$ cat config.mk
export PLATFORM = sky130hd
export DESIGN_NAME = fetch_stage
export DESIGN_NICKNAME = d
export VERILOG_FILES = /design/src/rtl/fetch_stage.sv
export SDC_FILE = /design/constraint.sdc
export NUM_CORES = 1
export LEC_CHECK = 0
export ABC_AREA = 1
export BUFFER_PORTS_ARGS = -buffer_cell sky130_fd_sc_hd__buf_2
export CORE_MARGIN = 2
export CORE_UTILIZATION = 45
export DETAILED_ROUTE_END_ITERATION = 8
export PLACE_DENSITY = 0.67
export SYNTH_ARGS = -nofsm -noshare
export SYNTH_HDL_FRONTEND = slang
export SYNTH_SLANG_ARGS = --single-unit
$ cat constraint.sdc
create_clock -name clk_i -period 16.29 [get_ports clk_i]
set_input_delay 4.887 -clock clk_i [delete_from_list [all_inputs] [get_ports clk_i]]
set_output_delay 4.887 -clock clk_i [all_outputs]
set_load 0.01 [all_outputs]
$ cat src/rtl/fetch_stage.sv
`default_nettype none
// +----------------------------------------------------------------------------+
// | Module      : fetch_stage                                                  |
// | Description : RV32I instruction fetch: PC ownership, credit-limited imem   |
// |               requests, 2-entry instruction buffer, IF/ID register and     |
// |               wrong-path discard on decode redirects.                      |
// | Revision    : 1.0 - initial release                                        |
// +----------------------------------------------------------------------------+
module fetch_stage #(
    parameter logic [31:0] RESET_PC  = 32'h0000_0000,
    parameter logic [31:0] NOP_INSTR = 32'h0000_0013
) (
    input  logic        clk_i,
    input  logic        rst_i,
    input  logic        stall_i,
    input  logic        ID_branch_en_i,
    input  logic [31:0] ID_branch_addr_i,
    output logic        imem_req_valid_o,
    input  logic        imem_req_ready_i,
    output logic [31:0] imem_req_addr_o,
    input  logic        imem_rsp_valid_i,
    input  logic [31:0] imem_rsp_data_i,
    output logic [31:0] IF_Instruction_o,
    output logic [31:0] IF_PC_o,
    output logic        IF_valid_o
);

    localparam logic [1:0] c_CNT_ZERO = 2'd0;
    localparam logic [1:0] c_CNT_ONE  = 2'd1;

    // Architectural state
    logic [31:0] r_fetch_pc;
    logic [31:0] r_pc_fifo [2];
    logic        r_pcf_wr;
    logic        r_pcf_rd;
    logic [1:0]  r_out_cnt;
    logic [1:0]  r_drop_cnt;
    logic [31:0] r_buf_pc    [2];
    logic [31:0] r_buf_instr [2];
    logic [1:0]  r_buf_cnt;
    logic [31:0] r_if_instr;
    logic [31:0] r_if_pc;
    logic        r_if_valid;

    // Combinational next-state
    logic [2:0]  w_credit_sum;
    logic        w_req_valid;
    logic        w_accept;
    logic        w_rsp_drop;
    logic        w_rsp_take;
    logic        w_fifo_pop;
    logic [31:0] w_head_pc;
    logic [31:0] w_branch_target;
    logic [1:0]  w_out_cnt_nxt;
    logic        w_buf_pop;
    logic        w_buf_push;
    logic [1:0]  w_buf_fill;
    logic [1:0]  w_buf_cnt_nxt;
    logic [31:0] w_buf_pc_nxt    [2];
    logic [31:0] w_buf_instr_nxt [2];
    logic [31:0] w_if_instr_nxt;
    logic [31:0] w_if_pc_nxt;
    logic        w_if_valid_nxt;

    // Outstanding plus buffered words never exceed the buffer depth, so a
    // stalled decode can always absorb every response already requested.
    assign w_credit_sum    = {1'b0, r_out_cnt} + {1'b0, r_buf_cnt};
    assign w_req_valid     = !rst_i && (w_credit_sum < 3'd2);
    assign w_accept        = w_req_valid && imem_req_ready_i;
    assign w_rsp_drop      = imem_rsp_valid_i && (r_drop_cnt != c_CNT_ZERO);
    assign w_rsp_take      = imem_rsp_valid_i && (r_drop_cnt == c_CNT_ZERO)
                             && (r_out_cnt != c_CNT_ZERO);
    assign w_fifo_pop      = w_rsp_drop || w_rsp_take;
    assign w_head_pc       = r_pc_fifo[r_pcf_rd];
    assign w_branch_target = ID_branch_addr_i & 32'hFFFF_FFFC;

    assign imem_req_valid_o = w_req_valid;
    assign imem_req_addr_o  = r_fetch_pc;
    assign IF_Instruction_o = r_if_instr;
    assign IF_PC_o          = r_if_pc;
    assign IF_valid_o       = r_if_valid;

    always_comb begin
        w_out_cnt_nxt = r_out_cnt;
        if (w_accept && !w_fifo_pop) begin
            w_out_cnt_nxt = r_out_cnt + c_CNT_ONE;
        end else if (!w_accept && w_fifo_pop) begin
            w_out_cnt_nxt = r_out_cnt - c_CNT_ONE;
        end
    end

    // Instruction buffer and IF/ID register; a taken response on a redirect
    // edge is simply not written anywhere, which discards it.
    always_comb begin
        w_buf_pc_nxt[0]    = r_buf_pc[0];
        w_buf_pc_nxt[1]    = r_buf_pc[1];
        w_buf_instr_nxt[0] = r_buf_instr[0];
        w_buf_instr_nxt[1] = r_buf_instr[1];
        w_buf_cnt_nxt      = r_buf_cnt;
        w_buf_pop          = 1'b0;
        w_buf_push         = 1'b0;
        w_buf_fill         = r_buf_cnt;
        w_if_instr_nxt     = r_if_instr;
        w_if_pc_nxt        = r_if_pc;
        w_if_valid_nxt     = r_if_valid;

        if (ID_branch_en_i) begin
            w_buf_cnt_nxt  = c_CNT_ZERO;
            w_if_instr_nxt = NOP_INSTR;
            w_if_valid_nxt = 1'b0;
        end else begin
            w_buf_pop  = !stall_i && (r_buf_cnt != c_CNT_ZERO);
            w_buf_push = w_rsp_take && (stall_i || (r_buf_cnt != c_CNT_ZERO));

            if (!stall_i) begin
                if (r_buf_cnt != c_CNT_ZERO) begin
                    w_if_instr_nxt = r_buf_instr[0];
                    w_if_pc_nxt    = r_buf_pc[0];
                    w_if_valid_nxt = 1'b1;
                end else if (w_rsp_take) begin
                    w_if_instr_nxt = imem_rsp_data_i;
                    w_if_pc_nxt    = w_head_pc;
                    w_if_valid_nxt = 1'b1;
                end else begin
                    w_if_instr_nxt = NOP_INSTR;
                    w_if_valid_nxt = 1'b0;
                end
            end

            if (w_buf_pop) begin
                w_buf_pc_nxt[0]    = r_buf_pc[1];
                w_buf_instr_nxt[0] = r_buf_instr[1];
                w_buf_fill         = r_buf_cnt - c_CNT_ONE;
            end

            if (w_buf_push) begin
                if (w_buf_fill == c_CNT_ZERO) begin
                    w_buf_pc_nxt[0]    = w_head_pc;
                    w_buf_instr_nxt[0] = imem_rsp_data_i;
                end else begin
                    w_buf_pc_nxt[1]    = w_head_pc;
                    w_buf_instr_nxt[1] = imem_rsp_data_i;
                end
            end

            w_buf_cnt_nxt = w_buf_fill + {1'b0, w_buf_push};
        end
    end

    always_ff @(posedge clk_i or posedge rst_i) begin
        if (rst_i) begin
            r_fetch_pc     <= RESET_PC;
            r_pc_fifo[0]   <= 32'h0;
            r_pc_fifo[1]   <= 32'h0;
            r_pcf_wr       <= 1'b0;
            r_pcf_rd       <= 1'b0;
            r_out_cnt      <= c_CNT_ZERO;
            r_drop_cnt     <= c_CNT_ZERO;
            r_buf_pc[0]    <= 32'h0;
            r_buf_pc[1]    <= 32'h0;
            r_buf_instr[0] <= 32'h0;
            r_buf_instr[1] <= 32'h0;
            r_buf_cnt      <= c_CNT_ZERO;
            r_if_instr     <= NOP_INSTR;
            r_if_pc        <= 32'h0;
            r_if_valid     <= 1'b0;
        end else begin
            if (ID_branch_en_i) begin
                r_fetch_pc <= w_branch_target;
            end else if (w_accept) begin
                r_fetch_pc <= r_fetch_pc + 32'd4;
            end

            if (w_accept) begin
                r_pc_fifo[r_pcf_wr] <= r_fetch_pc;
                r_pcf_wr            <= ~r_pcf_wr;
            end
            if (w_fifo_pop) begin
                r_pcf_rd <= ~r_pcf_rd;
            end
            r_out_cnt <= w_out_cnt_nxt;

            // Everything still outstanding after a redirect edge is old-path
            // and sits at the head of the PC FIFO.
            if (ID_branch_en_i) begin
                r_drop_cnt <= w_out_cnt_nxt;
            end else if (w_rsp_drop) begin
                r_drop_cnt <= r_drop_cnt - c_CNT_ONE;
            end

            r_buf_pc[0]    <= w_buf_pc_nxt[0];
            r_buf_pc[1]    <= w_buf_pc_nxt[1];
            r_buf_instr[0] <= w_buf_instr_nxt[0];
            r_buf_instr[1] <= w_buf_instr_nxt[1];
            r_buf_cnt      <= w_buf_cnt_nxt;
            r_if_instr     <= w_if_instr_nxt;
            r_if_pc        <= w_if_pc_nxt;
            r_if_valid     <= w_if_valid_nxt;
        end
    end

endmodule
`default_nettype wire

# == Yosys cells after proc, flatten, opt, wreduce, memory -nomap -nowiden ==
# Index checks and enable logic that the tools add are counted.
# totals
word_cells,93
reg_bits,297
out_inout_bits,98
input_bits,70
# classes
add_sub_neg,7
n_bitwise,7
n_eq_ne,1
magnitude_cmp,4
reduce_logical,26
mux,33
# ops
operator,count
2-to-1 mux 32 bit,18
2-to-1 mux 64 bit,2
bitwise mux 64 bit,1
adder 32 x 3 -> 32 bit (second input constant),1
demux 32 bit (select 1 bit),1
2-to-1 mux 2 bit,7
nonzero test 2 bit,6
logical AND 1 bit,10
AND reduction 3 bit,2
subtractor 2 x 1 -> 2 bit (second input constant),3
NOT 1 bit,5
>= comparator 2 bit (second input constant),2
zero test 1 bit,4
zero test 2 bit,2
2-to-1 mux 1 bit,4
NOT 1 -> 2 bit,2
adder 2 x 2 -> 3 bit,1
< comparator 3 x 2 -> 1 bit (second input constant),1
adder 2 x 1 -> 2 bit,1
adder 2 x 1 -> 2 bit (second input constant),1
logical OR 1 bit,2
< comparator 2 x 1 -> 1 bit (second input constant),1
inequality test 2 x 1 -> 1 bit (second input constant),1

# == Logic depth before layout (Yosys ltp) ==
# Gate-level depths: netlist (run 1).
# logic_depth
word_depth,9
depth_mapped,14
mapped_depth_nobuf,13

# == Worst setup path after synthesis (run 1) ==
# No wires, ideal clock.
# synth_timing
path_type,input port to output port
from,input rst_i
to,output imem_req_valid_o
arrival_time_ns,11.267
n_path_buf,0
slack_ns,0.136
t_required_ns,11.403
path_stages,3
path_cell_list,inv_1 > nand2_1 > inv_1
# synth_between
elab_chain_len,2
# synth_lines
item,line_no,text
from (decl),14,"input logic rst_i,"
zero test 1 bit (no line),--,
logical AND 1 bit,68,assign w_req_valid = !rst_i && (w_credit_sum < 3'd2);
to (decl),18,"output logic imem_req_valid_o,"
# Every way passes these cells.

# == Worst setup path after layout (run 1) ==
# Ends and elaborated chain as after synthesis.

==> impl_metrics.csv, run 1 <==
group,metric,value,unit
status,status,"finished, final reports clean",
timing,slew_violations,0,
clock_network,clock_path_buffers,3,
placed_design,portBuffers,163,
cells_and_area,fin_area,16500,sq um
setup_path,r2r_cells,12,
cells_and_area,final_cells,2411,
placed_design,dp_cells,2355,
timing,fin_tns_setup,0,ps
synth,synth_edf_count,0,
clock_network,cts-buffers-inserted,31,
floorplan,ios,168,
timing,worst_slack,5480,ps
power,p_leak,8.38,nW
power,peakVddDrop,0.0000961,V
clock_network,cts-root-buf,"clkbuf_16",
placed_design,placed_area,15500,sq um
clock_network,insertion_delay,560,ps
synth,ys_warn_count,0,
power,pwr-share-seq,38.8,%
clock_network,cts_setup_buffers,0,
global_route,grt_pass1_wl,62.5,mm
synth,synth_area_leaders,"dfrtp_1, nand2_1, inv_1",
timing,period_minus_slack,10810,ps
cells_and_area,drive_gt1_share,13.1,%
floorplan,dieArea,33600,sq um
placed_design,place_ws,5480,ps
clock_network,path_clk_slew,60,ps
cells_and_area,nNetsFinal,2062,
synth,yosysUniqueCellTypes,33,
power,swShare,39.6,%
synth,avgSynthCellArea,7.69,sq um
timing,skew,10.5,ps
synth,synth_seq_area_share,50.0,%
synth,synth_common_cells,"nand2_1, dfrtp_1, inv_1",
synth,synth_largest_area_cell,"dfrtp_1",
timing,setup_viol,0,
timing,fin_crit_sh,66.4,%
power,powerDensity,184,nW/um^2
flow_run,cap_violations,0,
synth,synth_most_common_cell,"nand2_1",
synth,async_reset_ff_share,100,%
route,viasPerCell,5.24,
timing,max_slew.worst_pin.slew,1170,ps
route,drt_iter0_markers,921,
route,routedWlPerCell,16.1,um
synth,synth_cells,1882,
setup_path,required,11400,ps
power,combPwrFrac,38.3,%
floorplan,initial_core_util,45.7,%
global_route,grt_max_degree,107,
global_route,grt_pass1_vias,11900,
clock_network,htreeDepth,1,
setup_path,worst-setup-path-type,"primary input to output port",
floorplan,die-width,183,um
global_route,grt_overflow,0,
synth,synth_top_area_share,49.5,%
power,cell_internal_pwr,1.83,mW
timing,max-slew-margin-rel,21.7,%
synth,synth_ff_type,"dfrtp_1",
setup_path,cp.arrival,5920,ps
placed_design,dp_hpwl,23.8,mm
cells_and_area,fillerInstances,3027,
setup_path,cp-end-kind,"output port",
route,drcViolationCount,0,
global_route,grt_use_total,22.9,%
timing,finalHoldViolCount,0,
placed_design,gp_congestion,0.867,
floorplan,core,31600,sq um
route,vias,12600,
setup_path,critPathLaunchType,"primary input",
timing,fmax,92.5,MHz
clock_network,ctsResizeCount,0,
power,clockPowerShare,22.9,%
worst_hold_path,min_path_cells,2,
worst_hold_path,hold_class,"flip-flop to flip-flop",
route,ant_nets,0,
power,p_sw,1.20,mW
clock_network,hold_buffers,0,
route,drt_wl_total,38.7,mm
setup_path,crit_fanout,106,
floorplan,die_h,183,um
cells_and_area,syn_to_final_growth,14.0,%
synth,ys_ff_latch,289,
clock_network,clock_sinks,289,
route,drt_pre_antenna_iters,4,
synth,synth_area,14500,sq um
floorplan,rows,65,
clock_network,cts_tree,"done",
timing,grt_setup_unrepaired,"no",
global_route,antenna_found_initial,3,
==> layout by cell type, fill, tap and decap left out <==
| cell | count |
|---|---|
| a21oi_1 | 77 |
| a21oi_4 | 1 |
| a22oi_1 | 29 |
| a31oi_1 | 32 |
| buf_2 | 163 |
| buf_4 | 20 |
| bufinv_16 | 2 |
| clkbuf_1 | 10 |
| clkbuf_16 | 31 |
| clkbuf_8 | 7 |
| clkinv_1 | 1 |
| clkinv_2 | 5 |
| conb_1 | 2 |
| dfrtp_1 | 286 |
| dfstp_2 | 3 |
| diode_2 | 1 |
| fa_1 | 1 |
| ha_1 | 5 |
| inv_1 | 221 |
| inv_2 | 6 |
| inv_8 | 1 |
| mux2_2 | 13 |
| nand2_1 | 586 |
| nand2_2 | 1 |
| nand2_4 | 1 |
| nand3_1 | 86 |
| nand3_2 | 1 |
| nand3b_1 | 62 |
| nand4_1 | 40 |
| nor2_1 | 167 |
| nor2_2 | 4 |
| nor2_4 | 2 |
| o211ai_1 | 5 |
| o21a_1 | 17 |
| o21ai_0 | 101 |
| o21ai_1 | 3 |
| o21bai_1 | 4 |
| or2_2 | 3 |
| xnor2_1 | 1 |
| xor2_1 | 8 |
==> per-layer routing <==
layer / vias up / track usage [%] / share of wire (%)
met3: 65 / 2.86 / 5.8
met2: 398 / 37.4 / 45
met4: 4 / 6.85 / 2.6
met5: - / 0 / 0.070
met1: 6001 / 32.1 / 46
li1: 6174 / - / -
==> worst max-delay path: stages <==
cell and delay (ps):
buf_2 130, inv_8 420, nand2_1 110, inv_1 80
buf_2 120
==> state kept, by name (all words and copies together) (netlist names), 2 cells and up <==
signal / cells
IF_Instruction_o: 32
IF_PC_o: 32
imem_req_addr_o: 30
r_buf_cnt: 2
r_buf_instr: 64
r_buf_pc: 62
r_drop_cnt: 2
r_out_cnt: 2
r_pc_fifo: 60
==> layout make-up <==
cell class / instances / area, sq um / area share (%)
Sequential cell: 289 / 7240 / 43.9
Multi-Input combinational cell: 1252 / 5920 / 35.9
Timing Repair Buffer: 183 / 966 / 5.86
Clock buffer: 48 / 910 / 5.52
Inverter: 229 / 867 / 5.26
Tap cell: 402 / 503 / 3.05
Clock inverter: 7 / 85.1 / 0.516
Antenna cell: 1 / 2.50 / 0.0152
==> per-stage QoR <==
step	hold WS, ps	utilization, %	power, mW
after floorplan	446	-	1.98
after global placement	459	49.0	2.30
after detailed placement	467	49.0	2.34
after CTS	482	52.1	3.05
after global routing	502	52.1	3.26
final	476	52.1	3.03
==> power by group through the flow <==
stage	registers (mW)	clock network [mW]	logic (mW)
global route	1.21	0.739	1.31
finish	1.18	0.694	1.16
floorplan	1.18	0	0.800
global placement	1.17	0	1.13
CTS	1.17	0.709	1.17
detailed placement	1.19	0	1.16
==> final timing paths <==
path                                                  from                              end  slack [ps]
min                        IF_Instruction_o[7]$_DFFE_PP0P_  IF_Instruction_o[7]$_DFFE_PP0P_         480
max                                                  rst_i                 imem_req_valid_o        5480
min in group asynchronous                            rst_i         r_buf_pc[58]$_DFFE_PP0N_        4390
max reg2reg                         r_buf_cnt[0]$_DFF_PP0_      r_buf_instr[23]$_DFFE_PP0P_       12340
min reg2reg                IF_Instruction_o[7]$_DFFE_PP0P_  IF_Instruction_o[7]$_DFFE_PP0P_         480
max in group asynchronous                            rst_i  imem_req_addr_o[16]$_DFFE_PP0P_        9570
==> kinds of logic (layout without fill, tap and decap cells) <==
family	count (synthesis)	in the layout	share of synthesized area, %
adder cells (fa/ha/maj)	6	6	0.571
XOR/XNOR	9	9	0.545
other	1	3	0.0259
AND/OR/NAND/NOR	953	953	27.9
flip-flops	289	289	50.0
AO/OA/AOI/OAI	269	269	10.6
buffers and inverters	342	467	9.30
multiplexers	13	13	1.01
(Power assumes the default switching activity.)
==> run 2, diff against run 1 <==
PLACE_DENSITY = unset   (was 0.67)
clock period = 11.3 ns   (was 16.29 ns; I/O delays follow)
==> impl_metrics.csv, run 2 (same netlist as run 1, synthesis figures left out) <==
group,metric,value,unit
status,status,"finished, final reports clean",
global_route,grt_max_degree,184,
setup_path,critPathLaunch,"rst_i",
global_route,grt_use_total,23.4,%
cells_and_area,drive_gt1_share,13.8,%
setup_path,slowest_delay,160,ps
clock_network,ctsResizeCount,0,
timing,setup_viol,0,
route,drt_wl_total,38.8,mm
route,drt_pre_antenna_iters,5,
timing,period_minus_slack,7370,ps
route,ant_nets,0,
clock_network,clock_sinks,289,
floorplan,dieArea,33600,sq um
global_route,grt_overflow,0,
placed_design,dp_hpwl,23.5,mm
clock_network,htreeDepth,2,
route,vias,12500,
worst_hold_path,hp-start,"IF_Instruction_o[21]$_DFFE_PP0P_",
placed_design,dp_cells,2356,
route,viasPerCell,5.17,
setup_path,cp-end-kind,"output port",
cells_and_area,fin_area,16700,sq um
cells_and_area,final_cells,2418,
power,total_power,4.50,mW
timing,grt_setup_unrepaired,"no",
placed_design,gp_congestion,0.863,
placed_design,placed_area,15500,sq um
clock_network,cts_tree,"done",
setup_path,required,7910,ps
global_route,grt_pass1_vias,11900,
timing,finalHoldViolCount,0,
placed_design,portBuffers,163,
timing,skew,13.1,ps
floorplan,core,31600,sq um
power,cell_internal_pwr,2.75,mW
floorplan,rows,65,
power,powerDensity,270,nW/um^2
cells_and_area,multi_input_area,5920,sq um
cells_and_area,largest_reg_flops,64,
power,peakVddDrop,0.000152,V
timing,fmax,136,MHz
power,pwr-share-seq,37.6,%
setup_path,worst-setup-path-type,"primary input to output port",
clock_network,cts-buffers-inserted,35,
clock_network,path_clk_slew,60,ps
route,drt_iter0_markers,845,
global_route,antenna_found_initial,0,
clock_network,insertion_delay,500,ps
cells_and_area,n_antenna_cell,0,
setup_path,cp_common_cell,"buf_2",
power,combPwrFrac,37.1,%
timing,max_slew.worst_pin.slew,1180,ps
global_route,grt_pass1_wl,63.3,mm
cells_and_area,reg.largest.list,"r_buf_instr: 64 flops, r_buf_pc: 62 flops, r_pc_fifo: 60 flops",
setup_path,cp.arrival,3980,ps
floorplan,die_h,183,um
setup_path,crit_fanout,3,
timing,holdWs,474,ps
timing,fin_tns_setup,0,ps
setup_path,critPathTopFamily,"buffers and inverters",
power,clockPowerShare,25.3,%
setup_path,critPathLaunchType,"primary input",
timing,slew_violations,0,
power,swShare,38.8,%
floorplan,initial_core_util,45.7,%
clock_network,clock_path_buffers,3,
cells_and_area,layout_common_cells,"nand2_1, dfrtp_1, inv_1, nor2_1, buf_2",
clock_network,cts-root-buf,"clkbuf_16",
floorplan,ios,168,
worst_hold_path,hold_class,"flip-flop to flip-flop",
cells_and_area,mostFrequentLayoutCell,"nand2_1",
setup_path,r2r_start,"r_buf_cnt[0]$_DFF_PP0_",
timing,fin_crit_sh,65.2,%
cells_and_area,seq_area,7240,sq um
clock_network,hold_buffers,0,
clock_network,cts_setup_buffers,0,
cells_and_area,nNetsFinal,2067,
power,p_sw,1.75,mW
power,p_leak,8.49,nW
cells_and_area,largest-register,"r_buf_instr",
floorplan,die-width,183,um
route,routedWlPerCell,16.0,um
setup_path,crit_path_cell_trace,"buf_2, clkinvlp_4, nand2_1, inv_1, buf_2",
setup_path,crit_slowest_cell,"clkinvlp_4",
cells_and_area,fillerInstances,3099,
flow_run,cap_violations,0,
cells_and_area,syn_to_final_growth,15.4,%
route,drcViolationCount,0,
timing,max-slew-margin-rel,21.5,%
setup_path,cp.buffers_inverters,4,
run 2: changes by cell type in the layout (fill, tap and decap cells not counted), moves of 2 or more:
cell / delta
clkbuf_1: -6
clkbuf_8: +6
clkbuf_16: +6
clkinvlp_4: +2
run 2: worst paths after layout:
| check | to | slack (ps) | cells after the start |
|---|---|---|---|
| setup / recovery | imem_req_valid_o | 3930 | 5 |
| max in group asynchronous | IF_PC_o[12]$_DFFE_PP0P_ | 6560 | 4 |
| setup reg to reg | r_buf_pc[47]$_DFFE_PP0N_ | 7510 | 13 |
| hold reg to reg | IF_Instruction_o[21]$_DFFE_PP0P_ | 470 | 2 |
| hold / removal | IF_Instruction_o[21]$_DFFE_PP0P_ | 470 | 2 |
| min in group asynchronous | r_buf_pc[17]$_DFFE_PP0P_ | 3240 | 3 |
run 2: worst register-to-register path, delay by kind of cell, from the launching register on:
family / cells / cell delay [ps]
buffers and inverters: 5 / 1320
and+or+nand+nor: 7 / 1300
adders and majority gates: 1 / 670
DFF: 1 / 400
run 2: power groups by stage:
stage          Sequential (mW)  Clock (mW)  Combinational (mW)
6_report                  1.69        1.14                1.67
5_1_grt                   1.74        1.21                1.91
4_1_cts                   1.69        1.17                1.68
3_5_place_dp              1.71           0                1.67
3_3_place_gp              1.69           0                1.64
2_1_floorplan             1.69           0                1.15
run 2: layout make-up:
class                      count  area share [%]
clock buffer                  54            6.71
multi-input combinational   1252            35.4
tap                          402            3.01
clock inverter                 8           0.442
timing repair buffer         184            5.90
inverter                     229            5.17
sequential                   289            43.3
run 2: metrics by stage:
stage	util [%]	setup WS, ps
after floorplan	-	64.4
after global placement	49.0	3940
after detailed placement	49.0	3950
after CTS	52.8	3950
after global routing	52.8	3910
final	52.8	3930
run 2: layer usage:
| layer | GRT usage [%] | vias to the layer above | wire length, um |
|---|---|---|---|
| met3 | 3.14 | 63 | 2010 |
| li1 | - | 6186 | - |
| met4 | 6.85 | 0 | 920 |
| met5 | 0 | - | 0 |
| met2 | 36.8 | 347 | 17300 |
| met1 | 34.0 | 5909 | 18500 |
==> run 3, diff against run 2 <==
clock period = 6.8 ns   (was 11.3 ns; I/O delays follow)
==> impl_metrics.csv, run 3 (same netlist as run 1, synthesis figures left out) <==
group,metric,value,unit
status,status,"finished, final reports clean",
setup_path,crit_fanout,3,
cells_and_area,mostFrequentLayoutCell,"nand2_1",
cells_and_area,layout_common_cells,"nand2_1, dfrtp_1, inv_1, nor2_1, buf_2",
power,p_leak,8.49,nW
route,viasPerCell,5.16,
clock_network,cts_setup_buffers,0,
timing,grt_setup_unrepaired,"no",
cells_and_area,reg.largest.list,"r_buf_instr: 64 flops, r_buf_pc: 62 flops, r_pc_fifo: 60 flops",
route,vias,12500,
clock_network,htreeDepth,2,
clock_network,cts_tree,"done",
timing,max_slew.worst_pin.slew,1150,ps
clock_network,clock_path_buffers,3,
route,drt_wl_total,38.7,mm
floorplan,core,31600,sq um
power,peakVddDrop,0.000222,V
floorplan,dieArea,33600,sq um
route,drt_pre_antenna_iters,6,
placed_design,gp_congestion,0.857,
cells_and_area,drive_gt1_share,14.3,%
placed_design,dp_hpwl,23.8,mm
timing,fmax,213,MHz
route,drcViolationCount,0,
floorplan,ios,168,
floorplan,die_h,183,um
global_route,grt_overflow,0,
setup_path,cp_common_cell,"buf_2",
setup_path,crit_path_cell_trace,"buf_2, clkinvlp_4, nand2_1, inv_1, buf_2",
cells_and_area,nNetsFinal,2066,
power,powerDensity,447,nW/um^2
route,drt_iter0_markers,802,
global_route,grt_pass1_wl,63.5,mm
timing,max-slew-margin-rel,23.5,%
route,routedWlPerCell,16.0,um
global_route,grt_pass1_vias,12100,
clock_network,cts-root-buf,"clkbuf_16",
setup_path,required,4760,ps
clock_network,ctsResizeCount,0,
cells_and_area,largest_reg_flops,64,
cells_and_area,multi_input_area,5980,sq um
cells_and_area,largest-register,"r_buf_instr",
global_route,grt_max_degree,164,
setup_path,cp.buffers_inverters,4,
timing,finalHoldViolCount,0,
route,ant_nets,0,
clock_network,insertion_delay,510,ps
timing,fin_crit_sh,69.0,%
placed_design,placed_area,15600,sq um
clock_network,clock_sinks,289,
cells_and_area,fin_area,16800,sq um
setup_path,critPathLaunchType,"primary input",
clock_network,cts-buffers-inserted,34,
flow_run,cap_violations,0,
floorplan,initial_core_util,45.7,%
timing,slew_violations,0,
cells_and_area,syn_to_final_growth,15.9,%
placed_design,portBuffers,163,
setup_path,crit_slowest_cell,"clkinvlp_4",
setup_path,slowest_delay,180,ps
timing,skew,13.6,ps
timing,setup_viol,0,
setup_path,worst-setup-path-type,"primary input to output port",
floorplan,rows,65,
cells_and_area,fillerInstances,3082,
clock_network,path_clk_slew,60,ps
floorplan,die-width,183,um
timing,period_minus_slack,4690,ps
cells_and_area,seq_area,7240,sq um
setup_path,cp-end-kind,"output port",
power,total_power,7.50,mW
clock_network,hold_buffers,0,
setup_path,cp.arrival,2650,ps
global_route,antenna_found_initial,3,
worst_hold_path,hold_class,"flip-flop to flip-flop",
global_route,grt_use_total,23.5,%
setup_path,critPathTopFamily,"buffers and inverters",
[run 3: worst register-to-register path: cells and delay by family (launching register included)]
family | cells | cell delay, ps
flops | 1 | 390
buf+inv | 6 | 1800
fa+ha+maj | 1 | 440
simple gates | 7 | 1040
[run 3: through the flow]
step	TNS (ps)	utilization (%)	hold slack (ps)	worst slack, ps	instances
after floorplan	-88600	-	446	-1630	1883
after global placement	0	49.2	459	1930	2356
after detailed placement	0	49.2	467	1870	2356
after CTS	0	53.0	482	2100	2416
after global routing	0	53.0	498	2030	2418
final	0	53.0	474	2110	2418
[run 3: routing by layer]
layer | routed length (um) | vias up | global-route usage [%]
li1 | - | 6186 | -
met1 | 18500 | 5860 | 33.4
met2 | 17200 | 369 | 37.6
met3 | 2140 | 56 | 3.32
met4 | 882 | 2 | 6.72
met5 | 13 | - | 0
[run 3: path summary, 6_finish.rpt]
path | from | to | slack, ps | cells past startpoint
max | rst_i | imem_req_valid_o | 2110 | 5
min | IF_Instruction_o[31]$_DFFE_PP0P_ | IF_Instruction_o[31]$_DFFE_PP0P_ | 470 | 2
max reg2reg | r_buf_cnt[0]$_DFF_PP0_ | r_buf_instr[58]$_DFFE_PP0N_ | 3060 | 14
min reg2reg | IF_Instruction_o[31]$_DFFE_PP0P_ | IF_Instruction_o[31]$_DFFE_PP0P_ | 470 | 2
max in group asynchronous | rst_i | r_buf_pc[12]$_DFFE_PP0P_ | 3310 | 4
min in group asynchronous | rst_i | r_pc_fifo[50]$_DFFE_PP0P_ | 1890 | 3
[run 3: area by class of cell]
class,count,area share (%)
repair buffers,184,5.88
clock buffers,57,6.81
flip-flops and latches,289,43.2
diodes,2,0.0299
inverters,229,5.18
multi-input cells,1252,35.7
clock inverters,3,0.239
well taps,402,3.00
[run 3: power by group]
group / total (mW) / switching (mW) / internal (mW) / leakage (nW)
Sequential: 2.81 / 0.372 / 2.44 / 3.30
Clock: 1.89 / 0.719 / 1.18 / 0.586
Combinational: 2.79 / 1.82 / 0.973 / 4.60
Total: 7.50 / 2.91 / 4.59 / 8.49
